## src/rtl/turbosound_pkg.sv

```systemverilog
// Shared types, port constants and stereo weight table for the TurboSound PSG block.
// Latency: n/a (types and constants only).
// Backpressure: n/a.
package turbosound_pkg;

    typedef enum logic [1:0] {
        SM_ABC      = 2'd0,
        SM_ACB      = 2'd1,
        SM_MONO     = 2'd2,
        SM_MONO_ALT = 2'd3
    } stereo_mode_t;

    typedef enum logic [1:0] {
        IDLE    = 2'd0,
        WAIT_CE = 2'd1,
        STROBE  = 2'd2,
        HOLD    = 2'd3
    } wr_state_t;

    localparam logic [15:0] PORT_REG = 16'hFFFD;
    localparam logic [15:0] PORT_DAT = 16'hBFFD;
    localparam logic [7:0]  SEL_BASE = 8'hFC;

    // Weight rows hold channel A in [1:0], B in [3:2], C in [5:4]; value is 0, 1 or 2.
    localparam logic [5:0] WT_ABC_L = {2'd0, 2'd1, 2'd2};
    localparam logic [5:0] WT_ABC_R = {2'd2, 2'd1, 2'd0};
    localparam logic [5:0] WT_ACB_L = {2'd1, 2'd0, 2'd2};
    localparam logic [5:0] WT_ACB_R = {2'd1, 2'd2, 2'd0};
    localparam logic [5:0] WT_MONO  = {2'd1, 2'd1, 2'd1};

    function automatic logic [1:0] mix_weight(input logic [1:0] mode, input logic [1:0] ch,
                                              input logic right);
        logic [5:0] row;
        case (stereo_mode_t'(mode))
            SM_ABC:  row = right ? WT_ABC_R : WT_ABC_L;
            SM_ACB:  row = right ? WT_ACB_R : WT_ACB_L;
            default: row = WT_MONO;
        endcase
        return row[2*ch +: 2];
    endfunction

endpackage

```

## src/rtl/turbosound_bus_mix_mix_acc.sv

```systemverilog
// Time-multiplexed weighted L/R accumulator over all PSG channels, one channel per cycle.
// Latency: inputs snapshotted at slot 0, published 3*NUM_PSG+1 cycles later with sample_stb.
// Backpressure: none; free-running, consumers must take each sample on sample_stb.
module psg_mix_acc
    import turbosound_pkg::*;
#(
    parameter int NUM_PSG = 2,
    parameter int CH_W    = 8,
    parameter int OUT_W   = 12
) (
    input  logic                        CLK,
    input  logic                        nRESET,
    input  logic [1:0]                  stereo_mode,
    input  logic [NUM_PSG*3*CH_W-1:0]   ch_in,
    output logic [OUT_W-1:0]            audio_l,
    output logic [OUT_W-1:0]            audio_r,
    output logic                        sample_stb
);

    localparam int NCH = 3 * NUM_PSG;
    localparam int SW  = $clog2(NCH + 1);

    logic [SW-1:0]              slot;
    logic [SW-1:0]              ch_idx;
    logic [NCH-1:0][CH_W-1:0]   snap;
    logic [1:0]                 mode_q;
    logic [1:0]                 ch_c;
    logic [OUT_W-1:0]           acc_l;
    logic [OUT_W-1:0]           acc_r;
    logic [OUT_W-1:0]           ext;
    logic [OUT_W-1:0]           term_l;
    logic [OUT_W-1:0]           term_r;
    logic [1:0]                 wl;
    logic [1:0]                 wr;

    assign ch_idx = slot - SW'(1);
    assign ext    = OUT_W'(snap[ch_idx]);
    assign wl     = mix_weight(mode_q, ch_c, 1'b0);
    assign wr     = mix_weight(mode_q, ch_c, 1'b1);
    assign term_l = (wl == 2'd2) ? (ext << 1) : ((wl == 2'd1) ? ext : '0);
    assign term_r = (wr == 2'd2) ? (ext << 1) : ((wr == 2'd1) ? ext : '0);

    // Slot 0 both publishes the finished sweep and starts the next one.
    always_ff @(posedge CLK or negedge nRESET) begin
        if (!nRESET) begin
            slot       <= '0;
            snap       <= '0;
            mode_q     <= '0;
            ch_c       <= '0;
            acc_l      <= '0;
            acc_r      <= '0;
            audio_l    <= '0;
            audio_r    <= '0;
            sample_stb <= 1'b0;
        end else begin
            slot <= (slot == SW'(NCH)) ? '0 : slot + SW'(1);
            if (slot == '0) begin
                snap       <= ch_in;
                mode_q     <= stereo_mode;
                ch_c       <= '0;
                acc_l      <= '0;
                acc_r      <= '0;
                audio_l    <= acc_l;
                audio_r    <= acc_r;
                sample_stb <= 1'b1;
            end else begin
                acc_l      <= acc_l + term_l;
                acc_r      <= acc_r + term_r;
                ch_c       <= (ch_c == 2'd2) ? 2'd0 : ch_c + 2'd1;
                sample_stb <= 1'b0;
            end
        end
    end

endmodule

```

## src/rtl/turbosound_bus_mix.sv

```systemverilog
// Spectrum 128 PSG port decode, TurboSound chip select, per-chip write strobes, read mux and stereo mix.
// Latency: read data 1 CLK; write strobe starts the CLK after the first cpu_ce of the bus cycle.
// Backpressure: none; the CPU bus is never stalled, writes arriving mid-strobe are absorbed by HOLD.
module turbosound_bus_mix
    import turbosound_pkg::*;
#(
    parameter int NUM_PSG    = 2,
    parameter int CH_W       = 8,
    parameter int OUT_W      = 12,
    parameter int STROBE_LEN = 4
) (
    input  logic                        CLK,
    input  logic                        nRESET,
    input  logic [15:0]                 addr,
    input  logic [7:0]                  din,
    input  logic                        nIORQ,
    input  logic                        nM1,
    input  logic                        nRD,
    input  logic                        nWR,
    input  logic                        cpu_ce,
    input  logic [1:0]                  stereo_mode,
    input  logic [NUM_PSG*8-1:0]        psg_do,
    input  logic [NUM_PSG*3*CH_W-1:0]   ch_in,
    output logic [NUM_PSG-1:0]          psg_bdir,
    output logic                        psg_bc,
    output logic [7:0]                  psg_di,
    output logic [7:0]                  dout,
    output logic [1:0]                  sel,
    output logic [OUT_W-1:0]            audio_l,
    output logic [OUT_W-1:0]            audio_r,
    output logic                        sample_stb
);

    localparam int SCW = $clog2(STROBE_LEN) + 1;

    logic               hit;
    logic               wr;
    logic               rd;
    logic               sel_cmd;
    logic               fwd_wr;
    logic [7:0]         sel_idx;
    logic [7:0]         rd_mux;
    logic               latch_en;
    logic [1:0]         strobe_sel;
    logic [SCW-1:0]     strobe_cnt;
    wr_state_t          state;
    wr_state_t          state_nxt;
    logic               unused_addr;

    assign unused_addr = ^addr[13:2];

    assign hit     = addr[15] & ~addr[1] & addr[0] & ~nIORQ & nM1;
    assign wr      = hit & ~nWR;
    assign rd      = hit & ~nRD;
    assign sel_cmd = wr & addr[14] & (din >= SEL_BASE);
    assign fwd_wr  = wr & ~sel_cmd;
    assign sel_idx = 8'hFF - din;

    always_ff @(posedge CLK or negedge nRESET) begin
        if (!nRESET) begin
            sel <= '0;
        end else if (sel_cmd && (sel_idx < 8'(NUM_PSG))) begin
            sel <= sel_idx[1:0];
        end
    end

    always_ff @(posedge CLK or negedge nRESET) begin
        if (!nRESET) begin
            state <= IDLE;
        end else begin
            state <= state_nxt;
        end
    end

    // HOLD absorbs extra cpu_ce pulses so one bus cycle yields one strobe.
    always_comb begin
        state_nxt = state;
        latch_en  = 1'b0;
        case (state)
            IDLE:    if (fwd_wr) state_nxt = WAIT_CE;
            WAIT_CE: begin
                if (!fwd_wr) begin
                    state_nxt = IDLE;
                end else if (cpu_ce) begin
                    latch_en  = 1'b1;
                    state_nxt = STROBE;
                end
            end
            STROBE:  if (strobe_cnt == SCW'(STROBE_LEN - 1)) state_nxt = HOLD;
            HOLD:    if (!wr) state_nxt = IDLE;
            default: state_nxt = IDLE;
        endcase
    end

    always_ff @(posedge CLK or negedge nRESET) begin
        if (!nRESET) begin
            psg_di     <= '0;
            psg_bc     <= 1'b0;
            strobe_sel <= '0;
            strobe_cnt <= '0;
        end else if (latch_en) begin
            psg_di     <= din;
            psg_bc     <= addr[14];
            strobe_sel <= sel;
            strobe_cnt <= '0;
        end else if (state == STROBE) begin
            strobe_cnt <= strobe_cnt + SCW'(1);
        end
    end

    always_comb begin
        psg_bdir = '0;
        for (int i = 0; i < NUM_PSG; i++) begin
            psg_bdir[i] = (state == STROBE) && (strobe_sel == 2'(i));
        end
    end

    always_comb begin
        rd_mux = 8'hFF;
        for (int i = 0; i < NUM_PSG; i++) begin
            if (sel == 2'(i)) rd_mux = psg_do[8*i +: 8];
        end
    end

    always_ff @(posedge CLK or negedge nRESET) begin
        if (!nRESET) begin
            dout <= 8'hFF;
        end else begin
            dout <= (rd && addr[14]) ? rd_mux : 8'hFF;
        end
    end

    psg_mix_acc #(
        .NUM_PSG (NUM_PSG),
        .CH_W    (CH_W),
        .OUT_W   (OUT_W)
    ) u_mix (
        .CLK         (CLK),
        .nRESET      (nRESET),
        .stereo_mode (stereo_mode),
        .ch_in       (ch_in),
        .audio_l     (audio_l),
        .audio_r     (audio_r),
        .sample_stb  (sample_stb)
    );

endmodule

```

## config.mk

```make
export PLATFORM = sky130hd
export DESIGN_NAME = turbosound_bus_mix
export DESIGN_NICKNAME = d
export VERILOG_FILES = /design/src/rtl/turbosound_pkg.sv /design/src/rtl/turbosound_bus_mix_mix_acc.sv /design/src/rtl/turbosound_bus_mix.sv
export SDC_FILE = /design/constraint.sdc
export NUM_CORES = 1
export LEC_CHECK = 0
export CAP_MARGIN = 20
export CORE_MARGIN = 1
export CORE_UTILIZATION = 51
export CTS_CLUSTER_SIZE = 14
export DETAILED_ROUTE_END_ITERATION = 12
export GPL_TIMING_DRIVEN = 0
export PLACE_DENSITY_LB_ADDON = 0.1
export SLEW_MARGIN = 20
export SYNTH_ARGS = -nofsm -noshare
export SYNTH_HDL_FRONTEND = slang
export SYNTH_SLANG_ARGS = --single-unit
```

## constraint.sdc

```tcl
create_clock -name CLK -period 4.67 [get_ports CLK]
set_input_delay 0.7005 -clock CLK [delete_from_list [all_inputs] [get_ports CLK]]
set_output_delay 0.7005 -clock CLK [all_outputs]
set_load 0.02 [all_outputs]
```

==> results of run 1 <==
## sequential cells by signal (all words and copies together), names as in the netlist, 3 cells and up, named ones only
name,cells
u_mix.snap,48
u_mix.acc_l,12
u_mix.acc_r,12
u_mix.audio_l,12
u_mix.audio_r,12
dout,8
psg_di,8
strobe_cnt,3
u_mix.slot,3
## cell families (layout without fill, tap and decap cells)
logic type                 Yosys count  in the layout  share of synthesized area
DFF                                130            130                      0.519
buffers and inverters               46            207                     0.0333
xor gates and xnor gates            10             10                     0.0139
AOI/OAI and AO/OA                   78             78                     0.0783
and+or+nand+nor                    330            330                      0.218
adders and majority gates           27             27                     0.0562
muxes                               37             37                     0.0812
## stage by stage
step,hold slack [ns],utilization,worst slack [ns]
6_report,0.183,0.695,0.406
4_1_cts,0.192,0.694,0.100
5_1_grt,0.209,0.695,0.0231
3_5_place_dp,0.459,0.649,0.126
2_1_floorplan,0.405,-,1.00
3_3_place_gp,0.454,0.647,-2.08
## power by group
part | switching (W) | internal [W]
clock network | 0.000460 | 0.000766
logic | 0.000406 | 0.000392
registers | 0.000146 | 0.00134
total | 0.00101 | 0.00250
## synth_stat cells, drive strengths merged, types with 5 or more instances
cell type | n | area [sq um]
mux4 | 8 | 180
mux2i | 18 | 180
mux2 | 11 | 150
buf | 8 | 66.3
nand2 | 234 | 878
a21oi | 14 | 70.1
clkbuf | 22 | 82.6
nor2b | 7 | 43.8
dfrtp | 122 | 3050
o22ai | 8 | 50.1
nand2b | 5 | 31.3
xor2 | 6 | 52.6
a22oi | 8 | 65.1
o21a | 6 | 45.0
dfstp | 8 | 210
o21ai | 28 | 140
inv | 16 | 60.1
ha | 25 | 313
nor3 | 16 | 80.1
nor2 | 44 | 165
## layer usage
layer / track usage / routed length, um / up-vias
met2: 0.416 / 7430 / 174
met3: 0.0573 / 794 / 35
met4: 0.122 / 422 / 0
li1: - / - / 2480
met1: 0.307 / 6220 / 2509
met5: 0 / 0 / -
## cell usage in the layout (no fill, tap or decap), types with 7 or more instances in the layout
cell	instances
a21oi_1	14
clkbuf_1	26
clkbuf_16	17
clkdlybuf4s50_1	129
dfrtp_1	122
dfstp_2	8
ha_1	25
inv_1	16
mux2_4	7
mux2i_1	18
mux4_2	8
nand2_1	234
nor2_1	44
nor2b_1	7
nor3_1	16
o21ai_0	26
o22ai_1	8
## worst max-delay path: cells and delay by family, from the launching register on
kind	cells	cell delay, ns
compound gates	8	1.64
xor+xnor	1	0.50
fa+ha+maj	2	0.65
buf+inv	4	0.89
flops	1	0.38
simple gates	2	0.12
## what timing repair did
action,CTS,global route
buffers inserted,0,0
endpoints found under the setup margin,0,6
gates resized for setup,0,2
endpoints found under the hold margin,0,0
## cell type report
cell class | instances | area (sq um)
buffer | 29 | 145
clock inverter | 6 | 55.1
clock buffer | 25 | 485
inverter | 16 | 60.1
timing repair buffer | 131 | 1330
tap | 147 | 184
multi-input combinational | 482 | 2820
sequential | 130 | 3260
fill | 951 | 3670
## path summary, 6_finish.rpt
kind | to | slack [ns] | cells past startpoint
min in group CLK | u_mix.audio_l[10]$_DFFE_PN0P_ | 0.47 | 2
max in group asynchronous | u_mix.snap[0]$_DFFE_PN0P_ | 3.76 | 2
max reg2reg | u_mix.acc_r[10]$_DFF_PN0_ | 0.41 | 17
min | u_mix.audio_l[6]$_DFFE_PN0P_ | 0.18 | 1
min reg2reg | u_mix.audio_l[10]$_DFFE_PN0P_ | 0.47 | 2
max | u_mix.acc_r[10]$_DFF_PN0_ | 0.41 | 17
==> flow_summary.toml, run 1 <==
[hold_path]
min_path_type = "input port to asynchronous set/reset pin"

[drt]
drtPass1Iterations = 5
vias = 5198
drc = 0
drt-vias-per-instance = 5.38
drtIter0Drc = 277
wl_per_cell_um = 15.4
routed_wirelength_mm = 14.9
detail-route-antenna-nets = 0

[timing]
max-slew-margin-rel = 0.495
maxSlewViolCount = 0
clock_skew_ns = 0.00627
max_clock_freq_mhz = 235
tightest_slew_ns = 0.755
tns_ns = 0
rsz0062_at_grt = "false"
period_needed_ns = 4.26
finalCritPeriodShare = 0.913
hold_viol = 0
setup_viol = 0

[worst_setup_path]
r2r-start = "u_mix.slot[0]$_DFF_PN0_"
arrival_ns = 4.60
slowest_delay_ns = 0.50
cp-end-kind = "register"
cp_data_required_time_ns = 5.00
startpoint_type = "register"
startpoint = "u_mix.slot[0]$_DFF_PN0_"
crit_top_cell = "o21ai_0"
crit_fanout = 10
path_class = "register to register"
crit_chain = "buf_4 -> buf_4 -> inv_1 -> ha_1 -> xnor2_1 -> buf_4 -> nor2_1 -> a22oi_1 -> nor2_1 -> o21ai_0 -> o21ai_0 -> ha_1 -> o21ai_0 -> a21oi_1 -> o21bai_1 -> a2111o_1 -> o21ai_0"
cp_slowest_cell = "xnor2_1"

[die]
num_rows = 40
core_sq_um = 12000
die_area_sq_um = 12800
ios = 143
start_util = 0.523
die_h_um = 113
die_width_um = 113

[clock_tree]
h-tree-depth = 4
cts_root_buffer = "clkbuf_16"
cts_buffer_depth = 2
insertion_delay_ns = 0.42
clk_pin_slew_worst_paths_ns = 0.06
ctsHoldBuffers = 0
numCtsBuffers = 17
cts_tree = "done"
cts_sinks = 130

[power_and_ir_drop]
power_leakage_nw = 3.90
p_total_w = 0.00351
p_per_area_nw_per_um2 = 421
ir_drop_mv = 0.216

[placement]
io_buffer_count = 130
dp_cells = 936
placed_cell_area_sq_um = 7800
gp_congestion = 0.857
dp_hpwl_mm = 10.9

[synthesis]
synth.avg_cell_area_sq_um = 9.55
async_flop_share = 1.00
yosys_warnings = 0
yosysSeqAreaShare = 0.519
syn-num-nets = 782
ys.flop_type = "dfrtp_1"
synth_edf_count = 0
ys_ff_latch = 130
synthCells = 658
yosysUniqueCellTypes = 49
synth_area_sq_um = 6280

[finish]
drive_gt1_frac = 0.0794
fin_cells = 966
diodes = 0
fin_area_sq_um = 8340
num-nets-final = 931
area_growth_pct = 32.8

[global_routing]
grt_overflow = 0
antenna_found_initial = 0
grt_pass1_vias = 5191
grt_pass1_wl_mm = 24.4
grt_use_total = 0.249
grt_start_max_net_pins = 82

[flow_run]
maxCapViolCount = 0

[outcome]
status = "finished, final reports clean"
Power figures use the tool's default switching activity.
==> run 2, diff against run 1 <==
CORE_MARGIN = 2   (was 1)
SKIP_LAST_GASP = 1   (was default)
==> run 2 against run 1 <==
Critical path depth shrank 1. Sequential share of layout area down 0.63 points. Final area increased by 1.6%. Worst setup slack lost 0.079 ns. Sequential cell count did not move. Total power is 8.7% higher. Largest cell class unchanged. Highest routed layer unchanged.
==> flow_summary.toml, run 2 (same netlist as run 1, synthesis figures left out) <==
[outcome]
status = "finished, final reports clean"

[worst_setup_path]
cp-end-kind = "register"
arrival_ns = 4.68
slowest_delay_ns = 0.52
startpoint_type = "register"
crit_chain = "buf_4 -> buf_4 -> inv_1 -> ha_1 -> buf_2 -> a22oi_1 -> or2_1 -> o21ai_1 -> inv_1 -> fa_1 -> nor2b_1 -> o21ai_0 -> a21oi_1 -> o21bai_1 -> a2111o_1 -> o21ai_0"
cp_data_required_time_ns = 5.01
crit_fanout = 10
path_class = "register to register"
cp_slowest_cell = "ha_1"

[finish]
drive_gt1_frac = 0.0829
diodes = 0
num-nets-final = 931
area_growth_pct = 35.0
largest_reg_flops = 48
regMostFlops = "u_mix.snap"
final_cell_mix = "nand2_1, clkdlybuf4s50_1, dfrtp_1, nor2_1, o21ai_0"
post-route-util = 0.706
layout_commonest_cell = "nand2_1"

[power_and_ir_drop]
internal_power_w = 0.00278
p_total_w = 0.00382
combPwrFrac = 0.210
power_leakage_nw = 3.96
power_frac_seq = 0.392
clkPwrFrac = 0.398
power_switching_share = 0.272
netSwitchingPower_w = 0.00104
p_per_area_nw_per_um2 = 450
ir_drop_mv = 0.257

[global_routing]
grt_overflow = 0
grt_start_max_net_pins = 84
grt_pass1_wl_mm = 25.4
grt_use_total = 0.250
antenna_found_initial = 0
grt_pass1_vias = 5401

[drt]
drc = 0
detail-route-antenna-nets = 0
route.met2.wl_mm = 7.88
vias = 5173
drt-vias-per-instance = 5.35
top_layer_used = "met4"
drtIter0Drc = 309
wl_per_cell_um = 15.9
routed_wirelength_mm = 15.4
drtPass1Iterations = 4
met1_length_mm = 6.37
dr_wl_met3_um = 819

[clock_tree]
cts_buffer_depth = 2
post_cts_resized = 0
ctsHoldBuffers = 0
clk_pin_slew_worst_paths_ns = 0.05
insertion_delay_ns = 0.43
cts_tree = "done"
h-tree-depth = 4
cts_root_buffer = "clkbuf_16"
post_cts_buffers = 0
cts_sinks = 130
numCtsBuffers = 17

[die]
start_util = 0.523
die_area_sq_um = 13200
core_sq_um = 12000
die_width_um = 115
ios = 143
die_h_um = 115
num_rows = 40

[timing]
hold_viol = 0
tightest_slew_ns = 0.784
period_needed_ns = 4.34
setup_viol = 0
setup_ws_ns = 0.327
maxSlewViolCount = 0
clock_skew_ns = 0.00833
finalCritPeriodShare = 0.930
rsz0062_at_grt = "false"
max-slew-margin-rel = 0.476
max_clock_freq_mhz = 230

[hold_path]
min_path_type = "input port to asynchronous set/reset pin"

[placement]
gp_congestion = 0.860
dp_hpwl_mm = 11.0
io_buffer_count = 130
pre_cts_ws_ns = 0.209

[flow_run]
maxCapViolCount = 0
run 2: changes by cell type in the layout (fill, tap and decap cells not counted):
cell | previous run | this run
clkinvlp_4 | 0 | 2
o21ai_0 | 26 | 27
clkinv_2 | 5 | 1
clkbuf_1 | 26 | 24
bufinv_16 | 1 | 6
o21ai_1 | 2 | 1
run 2: final timing paths:
path / to / slack [ns] / cells past startpoint / startpoint
max: u_mix.acc_l[10]$_DFF_PN0_ / 0.33 / 16 / u_mix.slot[0]$_DFF_PN0_
max reg2reg: u_mix.acc_l[10]$_DFF_PN0_ / 0.33 / 16 / u_mix.slot[0]$_DFF_PN0_
min: u_mix.audio_l[7]$_DFFE_PN0P_ / 0.17 / 1 / nRESET
max in group asynchronous: dout[2]$_DFF_PN1_ / 3.77 / 2 / nRESET
min reg2reg: u_mix.audio_l[10]$_DFFE_PN0P_ / 0.47 / 2 / u_mix.audio_l[10]$_DFFE_PN0P_
min in group CLK: u_mix.audio_l[10]$_DFFE_PN0P_ / 0.47 / 2 / u_mix.audio_l[10]$_DFFE_PN0P_
run 2: per-layer routing:
layer	track usage	vias up
met2	0.427	160
met1	0.300	2491
met4	0.105	0
met5	0	-
met3	0.0664	35
li1	-	2487
run 2: power by group through the flow:
stage	Combinational, W	Clock, W	Sequential [W]
3_3_place_gp	0.000768	0	0.00150
4_1_cts	0.000806	0.00154	0.00150
2_1_floorplan	0.000317	0	0.00159
5_1_grt	0.000882	0.00159	0.00152
3_5_place_dp	0.000792	0	0.00151
6_report	0.000800	0.00152	0.00150
run 2: metrics by stage:
step | cells | instance area [sq um] | hold WS (ns) | setup TNS (ns)
3_5_place_dp | 936 | 7800 | 0.462 | 0
4_1_cts | 968 | 8480 | 0.182 | 0
6_report | 967 | 8480 | 0.168 | 0
5_1_grt | 967 | 8480 | 0.200 | 0
3_3_place_gp | 935 | 7770 | 0.455 | -258.68
2_1_floorplan | 658 | 6280 | 0.405 | 0
run 2: layout make-up:
class	instances	area, sq um
Buffer	29	145
Clock buffer	23	478
Clock inverter	9	200
Fill cell	953	3530
Inverter	16	60.1
Multi-Input combinational cell	482	2820
Sequential cell	130	3260
Tap cell	147	184
Timing Repair Buffer	131	1330
run 2: worst max-delay path: cells and delay by family (launching register included):
family	cells	cell delay [ns]
flops	1	0.37
fa+ha+maj	2	0.94
buf+inv	5	1.03
simple gates	2	0.46
compound gates	7	1.47
==> run 3, diff against run 2 <==
clock period = 4.7 ns   (was 4.67 ns; I/O delays follow)
==> results of run 3 <==
The final DEF is identical to that of run 2. Status: finished, final reports clean.
Main changes from that run: setup slack after placement 0.209 ns -> 0.239 ns; setup slack after layout 0.327 ns -> 0.357 ns; hold slack 0.168 ns -> 0.173 ns; register-to-register setup slack 0.33 ns -> 0.36 ns; total power 0.00382 W -> 0.00379 W; worst IR drop on VDD 0.257 mV -> 0.256 mV
